<file path="src/rtl/dm_bridge_pkg.sv">
// Shared types and AXI encodings for the CPU data-memory to AXI4 bridge.
package dm_bridge_pkg;

  typedef enum logic [2:0] {
    S_IDLE,
    S_RD_A,
    S_RD_D,
    S_WR_AW,
    S_WR_B,
    S_HOLD
  } dm_state_t;

  localparam logic [2:0] AXI_SIZE_WORD  = 3'b010;
  localparam logic [1:0] AXI_BURST_INCR = 2'b01;
  localparam logic [1:0] AXI_RESP_OKAY  = 2'b00;

endpackage

</file>
<file path="src/rtl/dm_perf_cnt.sv">
// Wrapping 32-bit event counters for bridge loads, stores and stall cycles.
module dm_perf_cnt (
  input  logic        clk,
  input  logic        rst,
  input  logic        rd_done_i,
  input  logic        wr_done_i,
  input  logic        stall_i,
  output logic [31:0] rd_cnt_o,
  output logic [31:0] wr_cnt_o,
  output logic [31:0] stall_cnt_o
);

  logic [31:0] rd_cnt_q, wr_cnt_q, stall_cnt_q;

  always_ff @(posedge clk or negedge rst) begin
    if (!rst) begin
      rd_cnt_q    <= '0;
      wr_cnt_q    <= '0;
      stall_cnt_q <= '0;
    end else begin
      if (rd_done_i) rd_cnt_q    <= rd_cnt_q + 32'd1;
      if (wr_done_i) wr_cnt_q    <= wr_cnt_q + 32'd1;
      if (stall_i)   stall_cnt_q <= stall_cnt_q + 32'd1;
    end
  end

  assign rd_cnt_o    = rd_cnt_q;
  assign wr_cnt_o    = wr_cnt_q;
  assign stall_cnt_o = stall_cnt_q;

endmodule

</file>
<file path="src/rtl/dm_axi_bridge.sv">
// CPU MEM-stage load/store to single-beat AXI4 master bridge with pipeline stall.
// Define DM_AXI_BRIDGE_PERF_EN to add the perf_*_cnt counter outputs.
module dm_axi_bridge
  import dm_bridge_pkg::*;
#(
  parameter int unsigned     ADDR_W    = 32,
  parameter int unsigned     DATA_W    = 32,
  parameter int unsigned     ID_W      = 4,
  parameter logic [ID_W-1:0] MASTER_ID = 4'd1
) (
  input  logic              clk,
  input  logic              rst,
  input  logic              dm_read,
  input  logic              DM_write,
  input  logic [3:0]        DM_BWEB,
  input  logic [ADDR_W-1:0] DM_addr,
  input  logic [DATA_W-1:0] DM_DI,
  input  logic              IM_stall,
  output logic [DATA_W-1:0] DM_DO,
  output logic              DM_stall,
  output logic              bus_err,
  output logic [ID_W-1:0]   ARID,
  output logic [ADDR_W-1:0] ARADDR,
  output logic [7:0]        ARLEN,
  output logic [2:0]        ARSIZE,
  output logic [1:0]        ARBURST,
  output logic              ARVALID,
  input  logic              ARREADY,
  input  logic [ID_W-1:0]   RID,
  input  logic [DATA_W-1:0] RDATA,
  input  logic [1:0]        RRESP,
  input  logic              RLAST,
  input  logic              RVALID,
  output logic              RREADY,
  output logic [ID_W-1:0]   AWID,
  output logic [ADDR_W-1:0] AWADDR,
  output logic [7:0]        AWLEN,
  output logic [2:0]        AWSIZE,
  output logic [1:0]        AWBURST,
  output logic              AWVALID,
  input  logic              AWREADY,
  output logic [DATA_W-1:0] WDATA,
  output logic [3:0]        WSTRB,
  output logic              WLAST,
  output logic              WVALID,
  input  logic              WREADY,
  input  logic [ID_W-1:0]   BID,
  input  logic [1:0]        BRESP,
  input  logic              BVALID,
  output logic              BREADY
`ifdef DM_AXI_BRIDGE_PERF_EN
  ,
  output logic [31:0]       perf_rd_cnt,
  output logic [31:0]       perf_wr_cnt,
  output logic [31:0]       perf_stall_cnt
`endif
);

  dm_state_t         state_q;
  logic              arvalid_q, rready_q, awvalid_q, wvalid_q, bready_q;
  logic              aw_done_q, w_done_q, bus_err_q;
  logic [ADDR_W-1:0] addr_q;
  logic [DATA_W-1:0] wdata_q, dm_do_q;
  logic [3:0]        wstrb_q;
  logic              aw_done_d, w_done_d;
  logic              wr_has_strb;
  logic              dm_stall_c;
  logic              unused_ok;

  assign wr_has_strb = (~DM_BWEB != 4'h0);
  assign aw_done_d   = aw_done_q | (awvalid_q & AWREADY);
  assign w_done_d    = w_done_q  | (wvalid_q  & WREADY);

  always_ff @(posedge clk or negedge rst) begin
    if (!rst) begin
      state_q   <= S_IDLE;
      arvalid_q <= 1'b0;
      rready_q  <= 1'b0;
      awvalid_q <= 1'b0;
      wvalid_q  <= 1'b0;
      bready_q  <= 1'b0;
      aw_done_q <= 1'b0;
      w_done_q  <= 1'b0;
      bus_err_q <= 1'b0;
      addr_q    <= '0;
      wdata_q   <= '0;
      wstrb_q   <= '0;
      dm_do_q   <= '0;
    end else begin
      case (state_q)
        S_IDLE: begin
          if (DM_write) begin
            if (dm_read) bus_err_q <= 1'b1;
            if (wr_has_strb) begin
              state_q   <= S_WR_AW;
              awvalid_q <= 1'b1;
              wvalid_q  <= 1'b1;
              aw_done_q <= 1'b0;
              w_done_q  <= 1'b0;
              addr_q    <= DM_addr;
              wdata_q   <= DM_DI;
              wstrb_q   <= ~DM_BWEB;
            end else if (IM_stall) begin
              state_q <= S_HOLD;
            end
          end else if (dm_read) begin
            state_q   <= S_RD_A;
            arvalid_q <= 1'b1;
            addr_q    <= DM_addr;
          end
        end
        S_RD_A: begin
          if (ARREADY) begin
            arvalid_q <= 1'b0;
            rready_q  <= 1'b1;
            state_q   <= S_RD_D;
          end
        end
        S_RD_D: begin
          if (RVALID) begin
            rready_q <= 1'b0;
            dm_do_q  <= RDATA;
            if (RRESP != AXI_RESP_OKAY) bus_err_q <= 1'b1;
            state_q  <= IM_stall ? S_HOLD : S_IDLE;
          end
        end
        S_WR_AW: begin
          // AW and W complete independently; B is only accepted once both have fired.
          if (AWREADY) awvalid_q <= 1'b0;
          if (WREADY)  wvalid_q  <= 1'b0;
          if (aw_done_d && w_done_d) begin
            state_q   <= S_WR_B;
            bready_q  <= 1'b1;
            aw_done_q <= 1'b0;
            w_done_q  <= 1'b0;
          end else begin
            aw_done_q <= aw_done_d;
            w_done_q  <= w_done_d;
          end
        end
        S_WR_B: begin
          if (BVALID) begin
            bready_q <= 1'b0;
            if (BRESP != AXI_RESP_OKAY) bus_err_q <= 1'b1;
            state_q  <= IM_stall ? S_HOLD : S_IDLE;
          end
        end
        S_HOLD: begin
          if (!IM_stall) state_q <= S_IDLE;
        end
        default: state_q <= S_IDLE;
      endcase
    end
  end

  always_comb begin
    dm_stall_c = 1'b0;
    case (state_q)
      S_IDLE:          dm_stall_c = DM_write ? wr_has_strb : dm_read;
      S_RD_A, S_WR_AW: dm_stall_c = 1'b1;
      S_RD_D:          dm_stall_c = ~RVALID;
      S_WR_B:          dm_stall_c = ~BVALID;
      default:         dm_stall_c = 1'b0;
    endcase
  end

  assign DM_stall = rst & dm_stall_c;
  // Load data is forwarded on the completion cycle so the CPU can sample it as the stall drops.
  assign DM_DO    = (state_q == S_RD_D && RVALID) ? RDATA : dm_do_q;
  assign bus_err  = bus_err_q;

  assign ARID    = MASTER_ID;
  assign ARADDR  = addr_q;
  assign ARLEN   = '0;
  assign ARSIZE  = AXI_SIZE_WORD;
  assign ARBURST = AXI_BURST_INCR;
  assign ARVALID = arvalid_q;
  assign RREADY  = rready_q;

  assign AWID    = MASTER_ID;
  assign AWADDR  = addr_q;
  assign AWLEN   = '0;
  assign AWSIZE  = AXI_SIZE_WORD;
  assign AWBURST = AXI_BURST_INCR;
  assign AWVALID = awvalid_q;
  assign WDATA   = wdata_q;
  assign WSTRB   = wstrb_q;
  assign WLAST   = 1'b1;
  assign WVALID  = wvalid_q;
  assign BREADY  = bready_q;

  assign unused_ok = ^{RID, BID, RLAST};

`ifdef DM_AXI_BRIDGE_PERF_EN
  logic ld_done, st_done;

  assign ld_done = (state_q == S_RD_D) & RVALID;
  assign st_done = ((state_q == S_WR_B) & BVALID) |
                   ((state_q == S_IDLE) & DM_write & ~wr_has_strb);

  dm_perf_cnt u_perf (
    .clk         (clk),
    .rst         (rst),
    .rd_done_i   (ld_done),
    .wr_done_i   (st_done),
    .stall_i     (DM_stall),
    .rd_cnt_o    (perf_rd_cnt),
    .wr_cnt_o    (perf_wr_cnt),
    .stall_cnt_o (perf_stall_cnt)
  );
`endif

endmodule

</file>
<file path="config.mk">
export PLATFORM = sky130hd
export DESIGN_NAME = dm_axi_bridge
export DESIGN_NICKNAME = d
export VERILOG_FILES = /design/src/rtl/dm_bridge_pkg.sv /design/src/rtl/dm_perf_cnt.sv /design/src/rtl/dm_axi_bridge.sv
export SDC_FILE = /design/constraint.sdc
export NUM_CORES = 1
export LEC_CHECK = 0
export ABC_AREA = 1
export BUFFER_PORTS_ARGS = -buffer_cell sky130_fd_sc_hd__buf_2
export CORE_MARGIN = 3
export CORE_UTILIZATION = 40
export CTS_CLUSTER_SIZE = 40
export DETAILED_ROUTE_END_ITERATION = 7
export PLACE_DENSITY = 0.72
export SETUP_SLACK_MARGIN = 0.3
export SYNTH_ARGS = -nofsm -noshare
export SYNTH_HDL_FRONTEND = slang
export SYNTH_SLANG_ARGS = --single-unit
</file>
<file path="constraint.sdc">
create_clock -name clk -period 1.5 [get_ports clk]
set_clock_uncertainty 0.15 [all_clocks]
set_input_delay 0.3 -clock clk [delete_from_list [all_inputs] [get_ports clk]]
set_output_delay 0.3 -clock clk [all_outputs]
set_load 0.05 [all_outputs]
</file>
==> results of run 1 <==
[worst register-to-register path, cell delays in order (launching register included)]
cell and delay (ns):
dfrtp_2 0.46, inv_2 0.12, nand2_4 0.07, nor2_8 0.10, buf_6 0.11, buf_8 0.11, nand3_4 0.16, buf_6 0.20
buf_16 0.14, nand2_2 0.05, o21ai_1 0.06
[flip-flops by register name, summed over array words and instances (netlist names)]
name and flops:
w_done_q 1, dm_do_q 32, ARADDR 32, RREADY 1, bus_err 1, aw_done_q 1, ARVALID 1, state_q 3
WSTRB 4, WDATA 32, WVALID 1, AWVALID 1, BREADY 1
[through the flow]
stage	cells	power [mW]
final	1106	27.3
after global routing	1106	28.5
after CTS	1089	25.1
after detailed placement	1026	19.3
after global placement	1026	19.1
after floorplan	638	16.9
[cell families after synthesis]
group / Yosys count / synth area share
simple gates: 234 / 0.181
buf+inv: 173 / 0.192
flops: 111 / 0.523
compound gates: 85 / 0.103
other cells: 2 / 0.00141
[final cells by class]
type	count	area [um^2]
sequential	111	2820
multi-input combinational	356	2420
timing repair buffer	368	3500
clock buffer	11	243
inverter	83	319
clock inverter	5	57.6
tap	172	215
fill	802	3250
[where the power goes]
group          switching, mW  internal, mW
registers               1.29          4.48
logic                   11.4          7.73
clock network           1.06          1.34
total                   13.7          13.6
[path summary, 6_finish.rpt]
| path | endpoint | slack, ns |
|---|---|---|
| max | DM_stall | -0.60 |
| min | state_q[1]$_DFFE_PN0P_ | -0.15 |
| max reg2reg | WDATA[29]$_DFFE_PN0P_ | -0.34 |
| min reg2reg | dm_do_q[18]$_DFFE_PN0N_ | 0.35 |
| max in group asynchronous | AWVALID$_DFFE_PN0P_ | 0.78 |
| min in group clk | WDATA[0]$_DFFE_PN0P_ | 0.02 |
[cell usage after synthesis]
library cell / instances / area share
o21ai_1: 26 / 0.025
nand3_2: 2 / 0.0038
nor2_8: 1 / 0.0038
o21ai_2: 30 / 0.049
nand3b_1: 1 / 0.0014
nand4_1: 2 / 0.0024
buf_2: 8 / 0.0075
o21ai_0: 21 / 0.020
inv_1: 78 / 0.055
nor2_4: 2 / 0.0042
a22oi_1: 1 / 0.0014
inv_2: 4 / 0.0028
o22ai_1: 1 / 0.0012
a21oi_1: 4 / 0.0038
dfrtp_1: 111 / 0.52
buf_6: 14 / 0.030
nor2_2: 1 / 0.0012
o21bai_1: 1 / 0.0014
clkbuf_1: 1 / 0.00071
clkinv_2: 1 / 0.00094
nor2_1: 13 / 0.0092
a21boi_0: 1 / 0.0014
nand3_1: 16 / 0.015
nand2_4: 1 / 0.0021
nand2_1: 195 / 0.14
buf_4: 67 / 0.095
conb_1: 2 / 0.0014
[layer usage]
| metal | routed length, um | vias to the layer above |
|---|---|---|
| li1 | - | 2396 |
| met1 | 6400 | 2436 |
| met2 | 9100 | 199 |
| met3 | 1180 | 25 |
| met4 | 312 | 0 |
| met5 | 0 | - |
[repair_timing]
action	4_1_cts	5_1_grt
endpoints found under the hold margin	116	84
gates cloned	11	0
pin swaps	9	7
resized for setup	239	212
buffers inserted	31	17
endpoints found under the setup margin	250	250
==> flow_summary_export.csv, run 1 <==
group,metric,value,unit
clock_network,clockBufferDepth,2,
synth,yosysSeqAreaShare,0.523,
timing,whs,-0.152,ns
cells_and_area,drive_gt1_frac,0.648,
setup_path,start_kind,"flop",
pwr,ir_worst_vdd,1.61,mV
setup_path,critPathKind,"reg -> out",
global_routing,grt_max_degree,112,
placement,pre_cts_ws,-0.334,ns
pwr,p_leak,5.03,nW
global_routing,grt_use_total,0.209,
placement,gp_congestion,0.813,
global_routing,grt-ovfl-total,0,
status,violations,"hold timing, setup timing",
job,cap_viol_max_count,0,
timing,timing.final.crit_share,1.40,
global_routing,met3_usage,0.0490,
clock_network,cts.sinks,111,
timing,layout_setup_ws,-0.597,ns
timing,report.final.slew_viol_count,0,
global_routing,grtUsageMet1,0.246,
clock_network,tritoncts,"done",
setup_path,cp_data_arrival_time,1.65,ns
global_routing,grt_use_met2,0.377,
placement,io_buffers,252,
cells_and_area,final_cell_mix,"134 x buf_6, 112 x buf_2, 79 x nand2_1",
clock_network,h-tree-depth,3,
setup_path,r2r_start,"state_q[1]$_DFFE_PN0P_",
timing,worst_slew_pin_slew,0.653,ns
clock_network,clk_pin_slew_worst_paths,0.07,ns
routing,initialDrtViolationCount,248,
setup_path,cp_num_cells,7,
timing,rsz0062_at_grt,"yes",
setup_path,required,1.05,ns
global_routing,grt_busiest_layer,"met2",
floorplanning,die_w,121,um
setup_path,end_kind,"output pin",
floorplanning,rows,41,
routing,ant_nets,0,
cells_and_area,antenna_cells,0,
setup_path,crit_fanout,7,
timing,setup_viol,120,
floorplanning,die_h,121,um
cells_and_area,post-route-util,0.747,
synth,yosysWarnings,0,
cells_and_area,area.growth.synth_to_final,80.4,%
status,status,"finished with violations",
cells_and_area,layout_commonest_cell,"buf_6",
setup_path,path_cells,"buf_4 > nor2_4 > nand3b_1 > nand2_2 > a21oi_2 > a21boi_4 > buf_8",
routing,drc_errors,0,
setup_path,cp_num_buf_inv,2,
routing,finalWirelength,17.0,mm
global_routing,grt_pass1_wl,24.1,mm
cells_and_area,final_area,9580,um^2
floorplanning,initial_core_util,0.414,
cells_and_area,num-nets-final,1052,
timing,finalHoldViolCount,111,
setup_path,crit_slowest_cell,"dfrtp_1",
setup_path,critPathMaxStageDelay,0.41,ns
floorplanning,die_area,14700,um^2
timing,max_freq,0.477,GHz
clock_network,cts_buffers,9,
synth,syn_avg_cell_area,8.78,um^2
routing,first_pass_iters,4,
timing,fin_crit,2.10,ns
synth,synthCells,605,
placement,post-dp-hpwl,9.80,mm
pwr,power_density,2850,nW/um^2
timing,slew_headroom,0.564,
floorplanning,io_pins,297,
global_routing,antenna_found_initial,0,
placement,post_dp_cell_area,7200,um^2
routing,via_count,5056,
synth,synth_cell_types,27,
setup_path,startpoint,"state_q[0]$_DFFE_PN0P_",
setup_path,rr_worst_depth,10,
routing,vias_per_cell,4.57,
synth,ys_seq_elements,111,
clock_network,clk_latency,0.35,ns
synth,synth_area,5310,um^2
clock_network,clockRootBuffer,"clkbuf_16",
routing,wl_per_cell,15.4,um
floorplanning,core_area,12800,um^2
timing,finalSetupTns,-32.70,ns
global_routing,grt_pass1_vias,4863,
setup_path,critical_path.top_delay_family,"flip-flops",
clock_network,cts_hold_buf,5,
hold_path,hold_class,"in -> async",
Power figures use the tool's default switching activity.
==> run 2, diff against run 1 <==
- BUFFER_PORTS_ARGS: -buffer_cell sky130_fd_sc_hd__buf_2 -> -buffer_cell sky130_fd_sc_hd__buf_4
- PLACE_DENSITY: 0.72 -> 0.69
- clock period: 1.5 -> 2.5 ns (I/O delays scaled with it)
==> run 2 against run 1 <==
The run now ends clean. Core utilization decreased by 11 points. Critical path depth stayed put. First-iteration DRC count fell by 1.6%. Worst setup slack improved by 0.78 ns. Global-route usage down 2.5 points. Worst hold slack better by 0.27 ns. Via count decreased by 9.1%. Die area is the same. Final cell count down 7.6%. Sequential share of layout area grew 4.7 points. Final area fell by 15%. Non-clock buffer count is 80 lower. Critical endpoint is now DM_DO[28]. Highest routed layer unchanged.
==> flow_summary_export.csv, run 2 (synthesis results as in run 1) <==
group,metric,value,unit
cells_and_area,area.growth.synth_to_final,53.1,%
setup_path,critPathKind,"reg -> out",
placement,gp_congestion,0.831,
clock_network,cts_hold_buf,0,
clock_network,cts.sinks,111,
floorplanning,io_pins,297,
global_routing,grt_max_degree,112,
setup_path,rr_worst_depth,8,
setup_path,cp_data_arrival_time,1.67,ns
routing,vias_per_cell,4.50,
floorplanning,die_h,121,um
timing,slew_headroom,0.617,
timing,finalHoldViolCount,0,
cells_and_area,final_area,8130,um^2
clock_network,cts_buffers,9,
routing,finalWirelength,14.7,mm
routing,wl_met1,5.28,mm
routing,wl_per_cell,14.4,um
cells_and_area,num-nets-final,970,
global_routing,grt_use_total,0.184,
setup_path,required,1.85,ns
routing,wl_met3,1.15,mm
timing,report.final.slew_viol_count,0,
routing,met2_length,7.87,mm
timing,fin_crit,2.32,ns
setup_path,start_kind,"flop",
floorplanning,rows,41,
setup_path,crit_slowest_cell,"dfrtp_2",
floorplanning,initial_core_util,0.414,
setup_path,crit_fanout,32,
placement,post_dp_cell_area,6930,um^2
routing,top_layer,"met4",
clock_network,clockBufferDepth,2,
routing,ant_nets,0,
setup_path,path_cells,"nand3_4 > nor2_4 > buf_6 > inv_12 > nand2_1 > nand2_2 > buf_6",
timing,worst_slew_pin_slew,0.575,ns
cells_and_area,layout_commonest_cell,"buf_4",
clock_network,h-tree-depth,3,
cells_and_area,final_cell_mix,"242 x buf_4, 127 x nand2_1, 110 x dfrtp_1",
setup_path,cp_common_cell,"buf_6",
setup_path,critPathMaxStageDelay,0.46,ns
routing,initialDrtViolationCount,244,
routing,first_pass_iters,4,
job,cap_viol_max_count,0,
placement,io_buffers,252,
cells_and_area,drive_gt1_frac,0.489,
timing,rsz0062_at_grt,"yes",
clock_network,tritoncts,"done",
timing,timing.final.crit_share,0.926,
clock_network,clockRootBuffer,"clkbuf_16",
timing,setup_viol,0,
cells_and_area,antenna_cells,0,
global_routing,grt-ovfl-total,0,
floorplanning,core_area,12800,um^2
status,status,"finished, final reports clean",
placement,post-dp-hpwl,10.0,mm
hold_path,hold_class,"in -> async",
clock_network,clk_latency,0.34,ns
timing,finalSetupTns,0,ns
floorplanning,die_area,14700,um^2
floorplanning,die_w,121,um
setup_path,end_kind,"output pin",
routing,drc_errors,0,
clock_network,clk_pin_slew_worst_paths,0.07,ns
routing,via_count,4594,
timing,max_freq,0.432,GHz
global_routing,grt_pass1_vias,4368,
global_routing,grt_pass1_wl,21.3,mm
global_routing,antenna_found_initial,0,
-- run 2: changes by cell type in the layout (fill, tap and decap cells not counted), sizes merged --
cell | previous run | this run
buf | 362 | 287
dlygate4sd3 | 5 | 0
clkbuf | 11 | 14
clkinv | 5 | 2
nand3 | 20 | 18
bufbuf | 1 | 0
bufinv | 1 | 0
-- run 2: through the flow --
step	setup WS, ns	utilization	hold slack (ns)	instances
floorplan	0.383	-	0.0544	638
global placement	0.283	0.540	0.304	979
detailed placement	0.227	0.540	0.307	979
CTS	0.210	0.599	0.142	1011
global route	0.105	0.634	0.165	1022
finish	0.184	0.634	0.120	1022
-- run 2: final timing paths --
path                                   startpoint  slack, ns                      to
max                        state_q[1]$_DFFE_PN0P_       0.18               DM_DO[28]
min                                           rst       0.12    w_done_q$_DFFE_PN0P_
max reg2reg                state_q[1]$_DFFE_PN0P_       0.71     ARVALID$_DFFE_PN0P_
min reg2reg                   bus_err$_DFFE_PN0P_       0.33     bus_err$_DFFE_PN0P_
max in group asynchronous                     rst       1.66  ARADDR[26]$_DFFE_PN0P_
min in group clk                       DM_BWEB[0]       0.20    WSTRB[0]$_DFFE_PN0P_
-- run 2: area by class of cell --
type,count,area [um^2]
Inverter,83,325
Sequential cell,111,2780
Fill cell,1071,4690
Multi-Input combinational cell,354,2010
Clock inverter,1,5.00
Tap cell,172,215
Timing Repair Buffer,288,2540
Clock buffer,13,260
-- run 2: repair_timing --
| item | in CTS | in global routing |
|---|---|---|
| gates resized for setup | 95 | 93 |
| buffers inserted | 16 | 10 |
| endpoints found under the setup margin | 33 | 33 |
| gates cloned | 2 | 1 |
| pin swaps | 13 | 27 |
-- run 2: worst max-delay path: cells and delay by family, from the launching register on --
kind | cells | cell delay, ns
simple gates | 4 | 0.42
flops | 1 | 0.46
buf+inv | 3 | 0.43
-- run 2: metal layers --
| metal | vias to the layer above | track usage |
|---|---|---|
| li1 | 2215 | - |
| met1 | 2152 | 0.209 |
| met2 | 199 | 0.330 |
| met3 | 28 | 0.0396 |
| met4 | 0 | 0.0833 |
| met5 | - | 0 |
Power of run 2 is not shown: default switching activity piles up to over one toggle a cycle in this logic, so the estimate is an artifact.
